[config.mk]
export PLATFORM = sky130hd
export DESIGN_NAME = ram_arbiter
export DESIGN_NICKNAME = d
export VERILOG_FILES = /design/src/rtl/ram_arbiter_pkg.sv /design/src/rtl/ram_arbiter_arb_rr2.sv /design/src/rtl/ram_arbiter.sv
export SDC_FILE = /design/constraint.sdc
export NUM_CORES = 1
export LEC_CHECK = 0
export CORE_AREA = 2 2 142 144
export CTS_CLUSTER_DIAMETER = 40
export DETAILED_ROUTE_END_ITERATION = 12
export DIE_AREA = 0 0 144 146
export HOLD_SLACK_MARGIN = 0.05
export SKIP_CTS_REPAIR_TIMING = 1
export SLEW_MARGIN = 30
export SYNTH_ARGS = -nofsm -noshare
export SYNTH_HDL_FRONTEND = slang
export SYNTH_SLANG_ARGS = --single-unit
[constraint.sdc]
create_clock -name CLK -period 2.61 [get_ports CLK]
set_input_delay 0.261 -clock CLK [delete_from_list [all_inputs] [get_ports CLK]]
set_output_delay 0.261 -clock CLK [all_outputs]
set_load 0.01 [all_outputs]
[src/rtl/ram_arbiter_pkg.sv]
// Shared definitions for the system-RAM arbiter: FSM encodings and master ids.
package ram_arbiter_pkg;

    typedef enum logic [1:0] {
        ARB_IDLE = 2'd0,
        ARB_OWN0 = 2'd1,
        ARB_OWN1 = 2'd2
    } arb_state_e;

    localparam logic ARB_M_ADMA = 1'b0;
    localparam logic ARB_M_EXT  = 1'b1;

    function automatic arb_state_e own_state(input logic id);
        return id ? ARB_OWN1 : ARB_OWN0;
    endfunction

endpackage

[src/rtl/ram_arbiter_arb_rr2.sv]
// Two-way round-robin next-owner picker: a lone requester wins outright,
// a tie goes to the master that did not own the RAM last.
module ram_arbiter_arb_rr2
    import ram_arbiter_pkg::*;
(
    input  logic [1:0] req,
    input  logic       last_owner,
    output logic       winner,
    output logic       any
);

    always_comb begin
        any    = |req;
        winner = ARB_M_ADMA;
        if (req == 2'b11) begin
            winner = ~last_owner;
        end else if (req[1]) begin
            winner = ARB_M_EXT;
        end
    end

endmodule

[src/rtl/ram_arbiter.sv]
// Burst-granular round-robin arbiter sharing the single-port system RAM between
// the ADMA engine (master 0) and the test/CPU backdoor (master 1).
module ram_arbiter
    import ram_arbiter_pkg::*;
#(
    parameter int unsigned ADDR_W    = 64,
    parameter int unsigned DATA_W    = 32,
    parameter int unsigned MAX_BURST = 16
) (
    input  logic                CLK,
    input  logic                RST_L,
    input  logic [1:0]          req,
    input  logic [1:0]          rd,
    input  logic [1:0]          wr,
    input  logic [2*ADDR_W-1:0] addr,
    input  logic [2*DATA_W-1:0] wdata,
    output logic [1:0]          gnt,
    output logic [1:0]          rvalid,
    output logic [DATA_W-1:0]   rdata,
    output logic [ADDR_W-1:0]   ram_address,
    output logic [DATA_W-1:0]   ram_data_in,
    output logic                ram_write,
    output logic                ram_read,
    input  logic [DATA_W-1:0]   ram_data_out
);

    localparam int unsigned CntW = $clog2(MAX_BURST + 1);
    localparam logic [CntW-1:0] LastBeat = CntW'(MAX_BURST - 1);

    arb_state_e      state_q, state_d;
    logic [CntW-1:0] beat_cnt_q, beat_cnt_d;
    logic            last_owner_q, last_owner_d;
    logic            rd_tag_vld_q, rd_tag_vld_d;
    logic            rd_tag_id_q, rd_tag_id_d;

    logic owned, owner, other, beat;
    logic winner, any_req;

    ram_arbiter_arb_rr2 u_rr2 (
        .req        (req),
        .last_owner (last_owner_q),
        .winner     (winner),
        .any        (any_req)
    );

    // RAM mux and grant decode, all straight from the state register.
    always_comb begin
        owned       = (state_q == ARB_OWN0) || (state_q == ARB_OWN1);
        owner       = (state_q == ARB_OWN1);
        other       = ~owner;
        gnt         = {state_q == ARB_OWN1, state_q == ARB_OWN0};
        ram_write   = owned & wr[owner];
        ram_read    = owned & rd[owner] & ~wr[owner];
        beat        = owned & (rd[owner] | wr[owner]);
        ram_address = '0;
        ram_data_in = '0;
        if (owned) begin
            ram_address = owner ? addr[2*ADDR_W-1:ADDR_W]  : addr[ADDR_W-1:0];
            ram_data_in = owner ? wdata[2*DATA_W-1:DATA_W] : wdata[DATA_W-1:0];
        end
        rvalid = {rd_tag_vld_q & rd_tag_id_q, rd_tag_vld_q & ~rd_tag_id_q};
        rdata  = ram_data_out;
    end

    always_comb begin
        state_d      = state_q;
        beat_cnt_d   = beat_cnt_q;
        last_owner_d = last_owner_q;
        rd_tag_vld_d = ram_read;
        rd_tag_id_d  = owner;

        case (state_q)
            ARB_IDLE: begin
                if (any_req) begin
                    state_d = own_state(winner);
                end
            end
            ARB_OWN0, ARB_OWN1: begin
                if (!req[owner]) begin
                    state_d = req[other] ? own_state(other) : ARB_IDLE;
                end else if (beat && (beat_cnt_q == LastBeat)) begin
                    // With nobody waiting the owner keeps the RAM and starts a fresh burst.
                    if (req[other]) begin
                        state_d = own_state(other);
                    end else begin
                        beat_cnt_d = '0;
                    end
                end else if (beat) begin
                    beat_cnt_d = beat_cnt_q + 1'b1;
                end
            end
            default: state_d = ARB_IDLE;
        endcase

        if (owned && (state_d != state_q)) begin
            beat_cnt_d   = '0;
            last_owner_d = owner;
        end
    end

    always_ff @(posedge CLK or negedge RST_L) begin
        if (!RST_L) begin
            state_q      <= ARB_IDLE;
            beat_cnt_q   <= '0;
            last_owner_q <= ARB_M_EXT;
            rd_tag_vld_q <= 1'b0;
            rd_tag_id_q  <= 1'b0;
        end else begin
            state_q      <= state_d;
            beat_cnt_q   <= beat_cnt_d;
            last_owner_q <= last_owner_d;
            rd_tag_vld_q <= rd_tag_vld_d;
            rd_tag_id_q  <= rd_tag_id_d;
        end
    end

endmodule

==> results.toml <==
[yosys]
synth_top_area_cell = "mux2i_1"
yosysTopAreaCellShare = 0.411
synth-async-reset-ratio = 1.00
synth.distinct_cells = 42
post-synth-top-count-cell = "nor2_1"
synth.area.top_cells = "mux2i_1, nor2_1, buf_4"
synth.net_count = 566
avgSynthCellArea_um2 = 7.26
synth_edf_count = 0
synth-main-ff-cell = "dfrtp_1"
postSynthRegisterBits = 10
synth-seq-area-share = 0.105
yosys_warnings = 0
syn_inst = 329
synth_top_cells_by_count = "nor2_1, mux2i_1, buf_4, clkbuf_1, dfrtp_1"
synthesis.area_mm2 = 0.00239

[critical_path]
worstSetupPathType = "reg -> out"
worstRegToRegCells = 8
startpoint = "state_q[1]$_DFF_PN0_"
crit_arrival_ns = 2.26
crit_required_ns = 2.35
start_kind = "flip-flop"
reg2reg_from = "state_q[0]$_DFF_PN0_"
worst_r2r_endpoint = "last_owner_q$_DFFE_PN1N_"
rrSetupSlack_ns = 0.28
crit_path_max_fanout = 22
endpoint_kind = "output pin"

[power]
netSwitchingFraction = 0.429
seq_power_share = 0.042
internal-power_w = 0.00333
ir_worst_vdd_mv = 0.498
power.total_w = 0.00582
power.leakage_nw = 2.18
p_comb_frac = 0.905
p_clk_frac = 0.052
cellPowerDensity_mw_per_mm2 = 1010
p_switching_w = 0.00250

[clock_tree]
cts_tree = "done"
cts.path.max_buffers = 2
cts_buffers = 3
path_clk_slew_ns = 0.04
root_buffer = "clkbuf_16"
worstSkewPairLatency_ns = 0.24
htree_num_levels = 1
clkSinkCount = 10

[final_layout]
design_area_mm2 = 0.00574
fin_nets = 831
layout-drive-gt1-share = 0.0607
n_antenna_cell = 0
regArea_um2 = 253
fillCellCount = 2063
multi_input_area_mm2 = 0.00181
syn2layout_area_growth_pct = 140

[die]
dieWidth_um = 144
die_h_um = 146
die_area_mm2 = 0.0210
start_util = 0.124
core-area_mm2 = 0.0193
io_pins = 366
rows = 51

[place]
io_buffers = 301
hpwl_um = 9730
dpl_cell_area_mm2 = 0.00556
gp_congestion = 0.766
place_ws_ns = 0.173

[detailed_routing]
vias = 3251
dr.first_iter.drc_count = 110
drc_errors = 0
drt_first_pass_iters = 4
viasPerCell = 3.79
drt_wl_total_um = 12100
detail-route-antenna-nets = 0
wl_per_cell_um = 14.1

[sta]
min_period_ns = 2.52
worst_pin_slew_ns = 0.535
fin_crit_sh = 0.965
slew_headroom = 0.642
fin_setup_tns_ns = 0
drv_slew = 0
skew_ns = 0.000804
fin_ws_ns = 0.0924
final-setup-viol-count = 0
max_freq_mhz = 397
hold_viol_final = 0

[min_path]
holdCritPathClass = "in -> async"

[global_route]
grt_usage = 0.104
antenna_found_initial = 0
overflow = 0
grt_pass1_wl_um = 17700
grt_max_degree = 54
grt_pass1_vias = 3350

[run]
maxCapViolCount = 0

[run_status]
status = "complete, no violations"
## cells by family after synthesis
group / after synthesis / synth area share
xor gates and xnor gates: 2 / 0.00734
DFF: 10 / 0.105
AOI/OAI and AO/OA: 21 / 0.0650
muxes: 100 / 0.422
and+or+nand+nor: 128 / 0.223
buffers and inverters: 63 / 0.151
adders and majority gates: 5 / 0.0262
## per-layer routing
metal	vias to the layer above	GRT usage	part of all wire
met4	0	0.0181	0.013
met2	167	0.186	0.51
met3	16	0.0214	0.074
met5	-	0	0
li1	1619	-	-
met1	1449	0.129	0.40
## power groups by stage
stage / logic, W / registers [W] / clock network, W
floorplan: 0.00249 / 0.000240 / 0
global placement: 0.00516 / 0.000242 / 0
detailed placement: 0.00514 / 0.000243 / 0
CTS: 0.00517 / 0.000242 / 0.000309
global route: 0.00566 / 0.000250 / 0.000321
finish: 0.00527 / 0.000246 / 0.000304
## layout by cell type (no fill, tap or decap), types with 2 or more instances in the layout
cell type,count
nor2_1,104
nand3_1,2
o21ai_0,2
or3_1,2
inv_2,2
buf_4,7
clkbuf_16,5
o211ai_1,3
xnor2_1,2
buf_6,2
a21oi_1,5
dfrtp_1,8
ha_1,3
or2_2,2
nor3_1,2
buf_16,2
mux2i_2,4
clkdlybuf4s50_1,301
buf_12,2
nor2b_1,4
mux2i_1,94
nand2_1,4
inv_1,4
## flip-flops by register name, summed over array words and instances, names as in the netlist
name	cells
beat_cnt_q	5
rd_tag_id_q	1
state_q	2
rd_tag_vld_q	1
last_owner_q	1
## worst max-delay path: stages (launching register included)
cell	delay (ns)
dfrtp_1	0.38
buf_4	0.16
ha_4	0.20
buf_12	0.17
o32a_1	0.40
nor2_1	0.14
clkdlybuf4s50_1	0.56
## worst max path at each step
stage	to	slack, ns	depth (start not counted)
6_report	ram_read	0.09	6
4_1_cts	ram_address[45]	-0.08	6
3_5_place_dp	last_owner_q$_DFFE_PN1N_	0.17	7
3_3_place_gp	last_owner_q$_DFFE_PN1N_	0.18	7
5_1_grt	ram_address[43]	-0.004	7
2_1_floorplan	ram_read	0.37	8
## area by class of cell
| type | count | area share |
|---|---|---|
| Inverter | 7 | 0.00480 |
| Tap cell | 265 | 0.0578 |
| Sequential cell | 10 | 0.0440 |
| Multi-Input combinational cell | 256 | 0.315 |
| Clock buffer | 4 | 0.0155 |
| Timing Repair Buffer | 316 | 0.563 |
## per-stage QoR
step	hold slack, ns	util	instances
2_1_floorplan	-0.0346	-	329
3_3_place_gp	0.522	0.288	852
3_5_place_dp	0.522	0.288	852
4_1_cts	0.360	0.292	856
5_1_grt	0.382	0.297	858
6_report	0.340	0.297	858
No activity file was read; power rests on OpenSTA's default activity.
